`config.mk`:
```
export PLATFORM = sky130hd
export DESIGN_NAME = nrs_seq_ctrl
export DESIGN_NICKNAME = d
export VERILOG_FILES = /design/src/rtl/nrs_seq_ctrl.sv
export SDC_FILE = /design/constraint.sdc
export NUM_CORES = 1
export LEC_CHECK = 0
export BUFFER_PORTS_ARGS = -buffer_cell sky130_fd_sc_hd__buf_2
export CAP_MARGIN = 15
export CORE_MARGIN = 3
export CORE_UTILIZATION = 57
export DETAILED_ROUTE_END_ITERATION = 10
export PLACE_DENSITY_LB_ADDON = 0.08
export SLEW_MARGIN = 30
export SYNTH_ARGS = -nofsm -noshare
export SYNTH_HDL_FRONTEND = slang
export SYNTH_SLANG_ARGS = --single-unit
export TNS_END_PERCENT = 50
```
`constraint.sdc`:
```
create_clock -name clk -period 8 [get_ports clk]
set_input_delay 2.4 -clock clk [delete_from_list [all_inputs] [get_ports clk]]
set_output_delay 2.4 -clock clk [all_outputs]
set_load 0.005 [all_outputs]
```
`src/rtl/nrs_seq_ctrl.sv`:
```
// nrs_seq_ctrl: frame/slot/symbol sequencer for the NRS Gold-sequence
// generator. For every NRS symbol it computes c_init, seeds the LFSRs,
// fast-forwards them and then writes four c(n) bits into the pilot memory.
// A subframe's worth of bits (2 slots x 2 symbols x 4 bits) is handed to the
// mapper through a subframe_ready/new_subframe handshake.
module nrs_seq_ctrl #(
  parameter int WIDTH_B    = 9,
  parameter int NUM_SHIFTS = 1570,
  parameter int ADDR_W     = 4
) (
  input  logic               clk,
  input  logic               rst,
  input  logic               new_frame,
  input  logic               new_subframe,
  input  logic [WIDTH_B-1:0] N_cell_ID,
  output logic               seed_ld,
  output logic [27:0]        cinit,
  output logic               shift_en,
  output logic               cn_wr_en,
  output logic [ADDR_W-1:0]  cn_wr_addr,
  output logic               subframe_ready,
  output logic [4:0]         ns,
  output logic               busy
);

  localparam int CNT_W = (NUM_SHIFTS > 1) ? $clog2(NUM_SHIFTS) : 1;
  localparam logic [CNT_W-1:0] SHIFT_LAST = CNT_W'(NUM_SHIFTS - 1);
  localparam int PW = WIDTH_B + 9;

  typedef enum logic [2:0] {
    IDLE, CALC, SEED, SHIFT, CAPT, NEXT, WAIT_SF
  } state_t;

  state_t             state_q, state_d;
  logic [4:0]         ns_q;
  logic               l6_q;       // symbol index: 0 -> l=5, 1 -> l=6
  logic [WIDTH_B-1:0] cell_q;
  logic [27:0]        cinit_q;
  logic [CNT_W-1:0]   cnt_q;
  logic [1:0]         idx_q;
  logic               sf_rdy_q;

  // c_init = (7*(ns+1)+l+1)*(2N+1)*2^10 + (2N+1). The low 10 bits of the
  // shifted product are zero, so the add is a plain concatenation.
  logic [7:0]     sym_mult;
  logic [WIDTH_B:0] cell_odd;
  logic [PW-1:0]  prod;
  logic [27:0]    cinit_d;

  assign sym_mult = ({3'b0, ns_q} + 8'd1) * 8'd7 + (l6_q ? 8'd7 : 8'd6);
  assign cell_odd = {cell_q, 1'b1};
  assign prod     = PW'(sym_mult) * PW'(cell_odd);
  assign cinit_d  = 28'({prod, cell_odd});

  // State register; async reset drops every Moore output at once.
  always_ff @(posedge clk or posedge rst) begin
    if (rst) state_q <= IDLE;
    else     state_q <= state_d;
  end

  // Next-state and strobe decode; new_frame overrides everything and
  // suppresses a write that would otherwise land in the abort cycle.
  always_comb begin
    state_d  = state_q;
    seed_ld  = 1'b0;
    shift_en = 1'b0;
    cn_wr_en = 1'b0;
    case (state_q)
      IDLE:    state_d = IDLE;
      CALC:    state_d = SEED;
      SEED: begin
        seed_ld = 1'b1;
        state_d = SHIFT;
      end
      SHIFT: begin
        shift_en = 1'b1;
        if (cnt_q == SHIFT_LAST) state_d = CAPT;
      end
      CAPT: begin
        shift_en = 1'b1;
        cn_wr_en = 1'b1;
        if (idx_q == 2'd3) state_d = NEXT;
      end
      NEXT:    state_d = (l6_q && ns_q[0]) ? WAIT_SF : CALC;
      WAIT_SF: if (new_subframe) state_d = (ns_q == 5'd19) ? IDLE : CALC;
      default: state_d = IDLE;
    endcase
    if (new_frame) begin
      state_d  = CALC;
      cn_wr_en = 1'b0;
    end
  end

  // Slot/symbol position, cell ID, c_init and the per-symbol counters.
  always_ff @(posedge clk or posedge rst) begin
    if (rst) begin
      ns_q     <= 5'd0;
      l6_q     <= 1'b0;
      cell_q   <= '0;
      cinit_q  <= 28'd0;
      cnt_q    <= '0;
      idx_q    <= 2'd0;
      sf_rdy_q <= 1'b0;
    end else if (new_frame) begin
      cell_q   <= N_cell_ID;
      ns_q     <= 5'd0;
      l6_q     <= 1'b0;
      cnt_q    <= '0;
      idx_q    <= 2'd0;
      sf_rdy_q <= 1'b0;
    end else begin
      case (state_q)
        CALC: cinit_q <= cinit_d;
        SEED: cnt_q <= '0;
        SHIFT: begin
          cnt_q <= cnt_q + CNT_W'(1);
          idx_q <= 2'd0;
        end
        CAPT: idx_q <= idx_q + 2'd1;
        NEXT: begin
          if (!l6_q) begin
            l6_q <= 1'b1;
          end else if (!ns_q[0]) begin
            ns_q <= ns_q + 5'd1;
            l6_q <= 1'b0;
          end else begin
            sf_rdy_q <= 1'b1;
          end
        end
        WAIT_SF: begin
          if (new_subframe) begin
            sf_rdy_q <= 1'b0;
            l6_q     <= 1'b0;
            // subframe 5 (slots 10/11) carries no NRS
            if (ns_q == 5'd19)     ns_q <= 5'd0;
            else if (ns_q == 5'd9) ns_q <= 5'd12;
            else                   ns_q <= ns_q + 5'd1;
          end
        end
        default: ;
      endcase
    end
  end

  assign cinit          = cinit_q;
  assign cn_wr_addr     = ADDR_W'({ns_q[0], l6_q, idx_q});
  assign subframe_ready = sf_rdy_q;
  assign ns             = ns_q;
  assign busy           = (state_q != IDLE);

endmodule

```
# Word-level counts from Yosys, hierarchy flattened
# Index checks and enable logic that the tools add are counted.
# W data, S select, Z words.
# totals
latchBits	0
wordCells	77
ff_bits	60
n_memories	0
input_bits	13
rom_bits	0
ramBits	0
out_inout_bits	42
# classes
n_eq_ne	16
mux	32
n_div	0
n_reduce_logical	12
multipliers	2
n_shift	0
addsub	5
n_lt_le_gt_ge	0
bitwise	1
# op_table
op	n
$mux W5	6
$pmux W11 S2	1
$mul A8 B10 Y18	1
$ne A3 B3 Y1 const B	6
$pmux W3 S6	1
$mux W3	5
$mux W1	13
$reduce_bool A3 Y1	4
$add A11 B1 Y11 const B	1
$eq A11 B11 Y1 const B	1
$mux W11	1
$pmux W5 S2	1
$eq A3 B3 Y1 const B	3
$add A8 B3 Y8	1
$mul A6 B3 Y8 const B	1
$reduce_and A4 Y1	2
$add A5 B1 Y6 const B	1
$eq A3 B2 Y1 const B	2
$reduce_and A3 Y1	2
$add A5 B1 Y5 const B	1
$eq A5 B4 Y1 const B	1
$eq A5 B5 Y1 const B	1
$pmux W1 S2	2
$pmux W2 S2	1
other kinds (8)	9

# Depth between registers and ports, before layout
# Gate-level depths: netlist of run 1.
# logic_depth
word_depth	6
mapped_depth	30

# Worst setup path after synthesis of run 1
# Ideal clock, no wire load.
# synth_path
kind	register to register
startpoint	register ns_q[0], in the netlist ns[0]
endpoint	register cinit_q[25], in the netlist cinit[25]
setup_ps	126
path_buffers	2
path_stages_with_launch	30
arrival_time_ps	6815
slack_ps	1059
cell_sequence	dfrtp_1 clkbuf_1 inv_1 ha_1 clkbuf_1 xor2_1 ha_1 ha_1 ha_1 a21o_1 a21oi_1 o21bai_1 a21oi_2 xnor2_2 and2_1 fa_1 inv_1 fa_1 inv_1 fa_1 inv_1 fa_1 inv_1 ha_1 inv_1 o21bai_1 a41o_2 a31oi_1 and3_1 o32a_1
# synth_via
elab_chain_cells	4
# synth_rtl
item	line_no	rtl
start, declared	35	logic [4:0] ns_q;
start signal, assigned	124	ns_q <= ns_q + 5'd1;
start signal, assigned	137	else ns_q <= ns_q + 5'd1;
$add A5 B1 Y6	50	assign sym_mult = ({3'b0, ns_q} + 8'd1) * 8'd7 + (l6_q ? 8'd7 : 8'd6);
$mul A6 B3 Y8	50	
$add A8 B3 Y8	50	
$mul A8 B10 Y18	52	assign prod = PW'(sym_mult) * PW'(cell_odd);
end signal, assigned	113	CALC: cinit_q <= cinit_d;
end, declared	38	logic [27:0] cinit_q;
# Every way passes these cells.
# A chain may end at the register's enable or synchronous reset.

# Worst setup path after layout of run 1
# layout_path
startpoint	register ns_q[0], in the netlist ns[0]
endpoint	register cinit_q[21], in the netlist cinit[21]
# The elaborated chain is that of the path after synthesis.

==> results of run 1 <==
power by group through the flow:
stage                     Clock, mW  Sequential (mW)  Combinational [mW]
after global routing          0.277            0.477                2.04
after CTS                     0.263            0.463                1.77
final                         0.256            0.464                1.75
after floorplan                   0            0.438                1.38
after detailed placement          0            0.469                1.75
after global placement            0            0.466                1.71
worst max path at each step:
stage / startpoint / endpoint / slack [ps] / cells after the start
6_report: ns[0] / cinit[21] / 520 / 28
5_1_grt: ns[0] / cinit[24] / 30 / 28
2_1_floorplan: ns[0] / cinit[25] / 1060 / 29
3_5_place_dp: ns[0] / cinit[24] / 430 / 27
3_3_place_gp: ns[0] / cinit[24] / 700 / 27
4_1_cts: ns[0] / cinit[24] / 410 / 27
critical path: cells and delay by family, from the launching register on:
family          cells  cell delay, ps
compound gates      8            1440
xor+xnor            3             660
fa+ha+maj           9            3690
buf+inv             5             270
flops               1             550
simple gates        3             720
cells by family after synthesis:
| group | after synthesis |
|---|---|
| compound gates | 110 |
| xor+xnor | 26 |
| fa+ha+maj | 110 |
| buf+inv | 128 |
| flops | 60 |
| mux | 10 |
| simple gates | 228 |
routing by layer:
layer	vias to the layer above	routed length (um)	GRT usage
li1	2246	-	-
met1	2208	5920	0.330
met2	106	5800	0.366
met3	20	487	0.0304
met4	0	229	0.0766
met5	-	0	0
cell type report:
class,count,area [sq um]
sequential,60,1500
tap,133,166
multi-input combinational,484,3900
timing repair buffer,59,308
inverter,97,364
clock inverter,7,51.3
clock buffer,9,124
fill,881,3540
placed cells by master, fill, tap and decap left out, types with 3 or more instances in the layout:
master	synthesis	layout
xor2_1	8	8
a22o_1	4	4
a21o_1	10	10
inv_1	97	96
or3_1	4	4
o21ai_1	6	7
dfrtp_1	60	60
xnor2_1	16	16
buf_4	3	5
nor3_1	3	3
mux2_2	9	9
a31oi_1	5	5
nand3_1	12	12
buf_2	7	54
ha_1	61	61
o21bai_1	5	5
and3_1	6	6
o31ai_1	5	5
nand2_1	109	109
a21oi_1	21	21
nor2b_1	7	7
and2_1	43	43
nor2_1	24	24
o21ai_0	37	36
nand2b_1	7	7
fa_1	49	49
clkbuf_8	0	9
per-stage QoR:
stage	hold slack, ps	setup WS (ps)	cell area [sq um]	instances
2_1_floorplan	437	1060	5920	672
5_1_grt	492	26.0	6420	849
3_5_place_dp	447	432	6240	833
6_report	471	520	6420	849
3_3_place_gp	444	704	6240	833
4_1_cts	476	413	6420	849
flip-flops by register name, summed over array words and instances (netlist names):
name            cells
state_q             3
l6_q                1
cell_q              9
cnt_q              11
idx_q               2
ns                  5
cinit              28
subframe_ready      1
cells in the mapped netlist, types with 2 or more instances:
library cell	count	area, sq um
nand4_1	2	12.5
or3_1	4	25.0
buf_4	3	22.5
or2_1	2	12.5
buf_2	7	35.0
dfrtp_1	60	1500
o21bai_1	5	37.5
inv_1	97	364
o21ai_0	37	185
nand3_1	12	60.1
o31ai_1	5	37.5
and3_1	6	37.5
fa_1	49	981
xnor2_1	16	140
nor2b_1	7	43.8
a21oi_2	2	17.5
xor2_1	8	70.1
nand2_1	109	409
clkbuf_1	16	60.1
and2_1	43	269
buf_1	2	7.51
nand2b_1	7	43.8
nor4b_1	2	17.5
nor3_1	3	15.0
a21oi_1	21	105
a21o_1	10	75.1
a31oi_1	5	31.3
nor2_1	24	90.1
o21ai_1	6	30.0
xnor2_2	2	32.5
buf_6	2	22.5
mux2_2	9	101
ha_1	61	763
a22o_1	4	35.0
==> results.toml, run 1 <==
[run_status]
outcome = "finished, final reports clean"

[timing]
final-setup-viol-count = 0
rsz0062_at_grt = "no"
hold_violations = 0
skew_ps = 8.60
tightestPinTransition_ps = 767
layout_min_cycle_time_ps = 7480
fin_crit_sh = 0.935
slew_headroom = 0.488
tns_ps = 0
drv_slew = 0
clock.fmax_ghz = 0.134

[place]
hpwlAfterDp_mm = 9.34
port_buffers = 54
gp_routability_congestion = 0.870

[worst_setup_path]
cpMaxStageDelayCell = "dfrtp_1"
crit_fanout = 14
r2r_end = "cinit[21]"
path_class = "flip-flop to flip-flop"
r2r_setup_slack_ps = 520
r2r_cells = 28
rr_startpoint = "ns[0]"
arrival_ps = 7700
worstPathRequired_ps = 8220
start_kind = "flip-flop"
max_stage_delay_ps = 550
end_kind = "flip-flop"

[cells_and_area]
antenna_cells = 0
drive_gt1_frac = 0.133
area_growth_pct = 8.39
fin_util = 0.645
nNetsFinal = 834

[floorplanning]
die_w_um = 108
die_area_sq_um = 11600
core_sq_um = 9950
fp.dieH_um = 108
initial_utilization = 0.595
rows = 36
pin_count = 55

[power_and_ir_drop]
p_sw_mw = 1.25
powerDensity_nw_per_um2 = 385
clockPowerShare = 0.104
p_leak_nw = 3.39
power_frac_comb = 0.709
power.internal_mw = 1.22
max-vdd-ir-drop_mv = 0.322
p_sw_frac = 0.505
pwr-share-seq = 0.188
power_mw = 2.47

[grt]
groute.usage.overall = 0.231
grt_max_degree = 61
overflow = 0
first_global_vias = 4556
grt_pass1_wl_mm = 21.4
antenna_found_initial = 0

[min_path]
hold_class = "flip-flop to flip-flop"
whs_path_depth = 1
min_from = "cinit[0]"
holdPathEnd = "cinit[0]"

[synth]
synth_top_family_by_area = "adder cells"
async_reset_ff_frac = 1.00
syn_area_per_cell_sq_um = 8.81
synth_compound_area_frac = 0.119
synth_mux_area_frac = 0.0188
ys_warn_count = 0
synth.distinct_cells = 58
ys_ff_latch = 60
netlist_area_sq_um = 5920
yosys.area_share.adder = 0.295
synth_cells = 672
synth_xor_area_frac = 0.0410
synth_ff_type = "dfrtp_1"
synthesis.nets = 795
yosysSeqAreaShare = 0.254
synth_edf_count = 0
synth_simple_gate_area_frac = 0.186

[clocking]
hold_buffers = 0
clock_sinks = 60
clock_path_buffers = 2
clkSlewWorstSetupHoldPaths_ps = 80
postCtsSetupBuffers = 0
cts_buffers = 9
htreeDepth = 3
cts-root-buf = "clkbuf_8"
cts_tree = "done"
cts_resized = 0
clk_latency_ps = 350

[routing]
viasPerCell = 5.39
drtIter0Drc = 225
vias = 4580
ant_nets = 0
wire_per_inst_um = 14.6
route.detailed.drc = 0
routed_wl_mm = 12.4
first_pass_iters = 4

[run]
maxCapViolations = 0
Power figures use the tool's default switching activity.
==> inputs of run 2 (changes only) <==
PLACE_DENSITY = 0.77   (was default)
PLACE_DENSITY_LB_ADDON = default   (was 0.08)
==> results.toml, run 2 (same netlist as run 1, synthesis figures left out) <==
[run_status]
outcome = "finished, final reports clean"

[grt]
groute.usage.overall = 0.235
first_global_vias = 4581
grt_max_degree = 61
overflow = 0
antenna_found_initial = 0
grt_pass1_wl_mm = 21.8

[floorplanning]
core_sq_um = 9950
rows = 36
die_w_um = 108
pin_count = 55
die_area_sq_um = 11600
initial_utilization = 0.595
fp.dieH_um = 108

[place]
pre_cts_ws_ps = 432
port_buffers = 54
gp_routability_congestion = 0.955
hpwlAfterDp_mm = 9.58
place_area_sq_um = 6240

[timing]
drv_slew = 0
final-setup-viol-count = 0
slew_headroom = 0.477
tns_ps = 0
fin_crit_sh = 0.928
worst_slack_ps = 576
hold_violations = 0
rsz0062_at_grt = "no"
layout_min_cycle_time_ps = 7420
clock.fmax_ghz = 0.135
tightestPinTransition_ps = 779
holdWs_ps = 471
skew_ps = 9.84

[min_path]
hold_class = "flip-flop to flip-flop"
whs_path_depth = 2
min_from = "cinit[1]"
holdPathEnd = "cinit[1]"

[clocking]
hold_buffers = 0
clock_sinks = 60
cts_buffers = 9
clock_path_buffers = 2
cts-root-buf = "clkbuf_8"
cts_tree = "done"
clk_latency_ps = 350
htreeDepth = 3
clkSlewWorstSetupHoldPaths_ps = 80

[worst_setup_path]
r2r_end = "cinit[25]"
r2r_cells = 28
path_class = "flip-flop to flip-flop"
r2r_setup_slack_ps = 580
critPathBufInv = 5
worstPathRequired_ps = 8230
crit_fanout = 14
arrival_ps = 7660
cpMaxStageDelayCell = "dfrtp_1"
max_stage_delay_ps = 560
rr_startpoint = "ns[0]"
start_kind = "flip-flop"
end_kind = "flip-flop"
critPathTopFamily = "adder cells"

[cells_and_area]
layout_common_cells = "109 x nand2_1, 96 x inv_1, 61 x ha_1, 60 x dfrtp_1, 54 x buf_2"
final_common_cell = "nand2_1"
drive_gt1_frac = 0.133
area_growth_pct = 8.79
nNetsFinal = 834
final_area_sq_um = 6440
largest_register_ffs = 28
antenna_cells = 0

[power_and_ir_drop]
p_leak_nw = 3.40
max-vdd-ir-drop_mv = 0.265
powerDensity_nw_per_um2 = 393
power_mw = 2.53

[routing]
route.detailed.drc = 0
routed_wl_mm = 12.6
vias = 4695
wire_per_inst_um = 14.8
viasPerCell = 5.53
first_pass_iters = 5
ant_nets = 0
drtIter0Drc = 319

[run]
maxCapViolations = 0
## run 2: changes by cell type in the layout (fill, tap and decap cells not counted), sizes merged
cell,before,now
bufinv,0,1
clkinv,4,5
clkinvlp,2,0
## run 2: worst register-to-register path: cells and delay by family (launching register included)
family                   cells  cell delay (ps)
XOR/XNOR                     2              400
AND/OR/NAND/NOR              4              890
buffers and inverters        5              270
AO/OA/AOI/OAI                8             1460
flip-flops                   1              560
adder cells (fa/ha/maj)      9             3730
## run 2: timing repair
| action | in CTS | in global routing |
|---|---|---|
| gates resized for setup | 0 | 1 |
| setup buffers | 0 | 0 |
| setup endpoints to repair | 0 | 4 |
| hold endpoints to repair | 0 | 0 |
## run 2: through the flow
stage,instances,util
4_1_cts,849,0.647
6_report,849,0.647
5_1_grt,849,0.647
3_3_place_gp,833,0.627
2_1_floorplan,672,-
3_5_place_dp,833,0.627
## run 2: power breakdown
part / leakage, nW / total (mW) / internal [mW] / switching (mW)
clock: 0.104 / 0.288 / 0.145 / 0.142
sequential: 0.765 / 0.464 / 0.385 / 0.0788
combinational: 2.54 / 1.78 / 0.731 / 1.05
## run 2: cell type report
cell class	instances	area [sq um]
clock buffers	9	124
clock inverters	7	75.1
fillers	802	3510
inverters	97	364
multi-input cells	484	3900
flip-flops and latches	60	1500
well taps	133	166
repair buffers	59	308
## run 2: worst max-delay path by stage
stage,depth (start not counted),endpoint,slack (ps),startpoint
2_1_floorplan,29,cinit[25],1060,ns[0]
3_3_place_gp,27,cinit[24],800,ns[0]
3_5_place_dp,27,cinit[24],430,ns[0]
4_1_cts,27,cinit[24],380,ns[0]
5_1_grt,28,cinit[24],40,ns[0]
6_report,28,cinit[25],580,ns[0]
## run 2: routing by layer
metal  global-route usage  vias to the layer above  routed length [um]
li1                     -                     2245                   -
met1                0.326                     2292                5450
met2                0.394                      147                6340
met3               0.0334                       11                 677
met4               0.0532                        0                 125
met5                    0                        -                   0
==> inputs of run 3 (changes only) <==
CORE_UTILIZATION = 33   (was 57)
PLACE_DENSITY = default   (was 0.77)
==> results.toml, run 3 (same netlist as run 1, synthesis figures left out) <==
[run_status]
outcome = "finished, final reports clean"

[routing]
routed_wl_mm = 12.8
drtIter0Drc = 205
first_pass_iters = 6
viasPerCell = 4.78
vias = 4507
ant_nets = 0
route.detailed.drc = 0
wire_per_inst_um = 13.6

[floorplanning]
rows = 48
core_sq_um = 17400
initial_utilization = 0.340
die_area_sq_um = 19600
fp.dieH_um = 140
die_w_um = 140
pin_count = 55

[timing]
drv_slew = 0
clock.fmax_ghz = 0.136
holdWs_ps = 466
hold_violations = 0
tightestPinTransition_ps = 785
fin_crit_sh = 0.919
skew_ps = 6.24
tns_ps = 0
rsz0062_at_grt = "no"
slew_headroom = 0.477
layout_min_cycle_time_ps = 7350
final-setup-viol-count = 0

[place]
hpwlAfterDp_mm = 9.80
port_buffers = 54
gp_routability_congestion = 0.806
numPlacedInstances = 926

[clocking]
htreeDepth = 3
cts-root-buf = "clkbuf_16"
cts_buffers = 9
clock_path_buffers = 2
clock_sinks = 60
postCtsSetupBuffers = 0
clk_latency_ps = 340
clkSlewWorstSetupHoldPaths_ps = 50
cts_tree = "done"

[run]
maxCapViolations = 0

[grt]
antenna_found_initial = 0
grt_max_degree = 61
grt_pass1_wl_mm = 22.1
groute.usage.overall = 0.137
first_global_vias = 4380
overflow = 0

[worst_setup_path]
cpMaxStageDelayCell = "dfrtp_1"
end_kind = "flip-flop"
worstPathRequired_ps = 8210
path_class = "flip-flop to flip-flop"
crit_fanout = 14
arrival_ps = 7560
start_kind = "flip-flop"
max_stage_delay_ps = 550

[power_and_ir_drop]
powerDensity_nw_per_um2 = 394
max-vdd-ir-drop_mv = 0.259
p_leak_nw = 3.45

[cells_and_area]
largest_register_ffs = 28
area_growth_pct = 12.5
final_common_cell = "nand2_1"
layout_common_cells = "109 x nand2_1, 96 x inv_1, 61 x ha_1, 60 x dfrtp_1, 54 x buf_2"
antenna_cells = 0
drive_gt1_frac = 0.131
instances_no_fill = 942
nNetsFinal = 835

[min_path]
hold_class = "flip-flop to flip-flop"
## run 3: worst max-delay path: cells and delay by family (launching register included)
kind / cells / cell delay (ps)
adder cells (fa/ha/maj): 9 / 3670
AO/OA/AOI/OAI: 8 / 1400
AND/OR/NAND/NOR: 3 / 670
XOR/XNOR: 3 / 630
flip-flops: 1 / 550
buffers and inverters: 5 / 270
## run 3: power breakdown
| part | switching (mW) | internal, mW | leakage [nW] | total (mW) |
|---|---|---|---|---|
| registers | 0.0814 | 0.387 | 0.765 | 0.468 |
| clock network | 0.144 | 0.249 | 0.147 | 0.393 |
| logic | 1.04 | 0.722 | 2.54 | 1.77 |
| total | 1.27 | 1.36 | 3.45 | 2.63 |
## run 3: final cells by class
| cell class | count | area [sq um] |
|---|---|---|
| clock inverters | 4 | 48.8 |
| inverters | 97 | 364 |
| clock buffers | 12 | 246 |
| repair buffers | 60 | 315 |
| flip-flops and latches | 60 | 1500 |
| well taps | 225 | 282 |
| multi-input cells | 484 | 3900 |
| fillers | 1780 | 10800 |
## run 3: metrics by stage
| stage | total power [mW] | instance area [sq um] | setup WS, ps | util |
|---|---|---|---|---|
| after floorplan | 1.82 | 5920 | 1060 | - |
| after global placement | 2.23 | 6370 | 700 | 0.366 |
| after detailed placement | 2.25 | 6370 | 485 | 0.366 |
| after CTS | 2.66 | 6660 | 473 | 0.382 |
| after global routing | 2.96 | 6660 | 159 | 0.382 |
| final | 2.63 | 6660 | 652 | 0.382 |
## run 3: final timing paths
kind / slack [ps] / to / cells past startpoint / from
min: 470 / cinit[8] / 2 / cinit[8]
min reg2reg: 470 / cinit[8] / 2 / cinit[8]
max: 650 / cinit[21] / 28 / ns[0]
max reg2reg: 650 / cinit[21] / 28 / ns[0]
max in group asynchronous: 5190 / cell_q[5] / 3 / rst
min in group asynchronous: 2290 / cinit[3] / 3 / rst
## run 3: timing repair
action / in CTS / in global routing
resized for setup: 0 / 1
setup endpoints to repair: 0 / 3
hold buffers: 0 / 0
## run 3: metal layers
layer	track usage	routed length [um]	up-vias
li1	-	-	2248
met1	0.211	6650	2167
met2	0.197	5490	77
met3	0.0242	503	15
met4	0.0398	176	0
met5	0	0	-
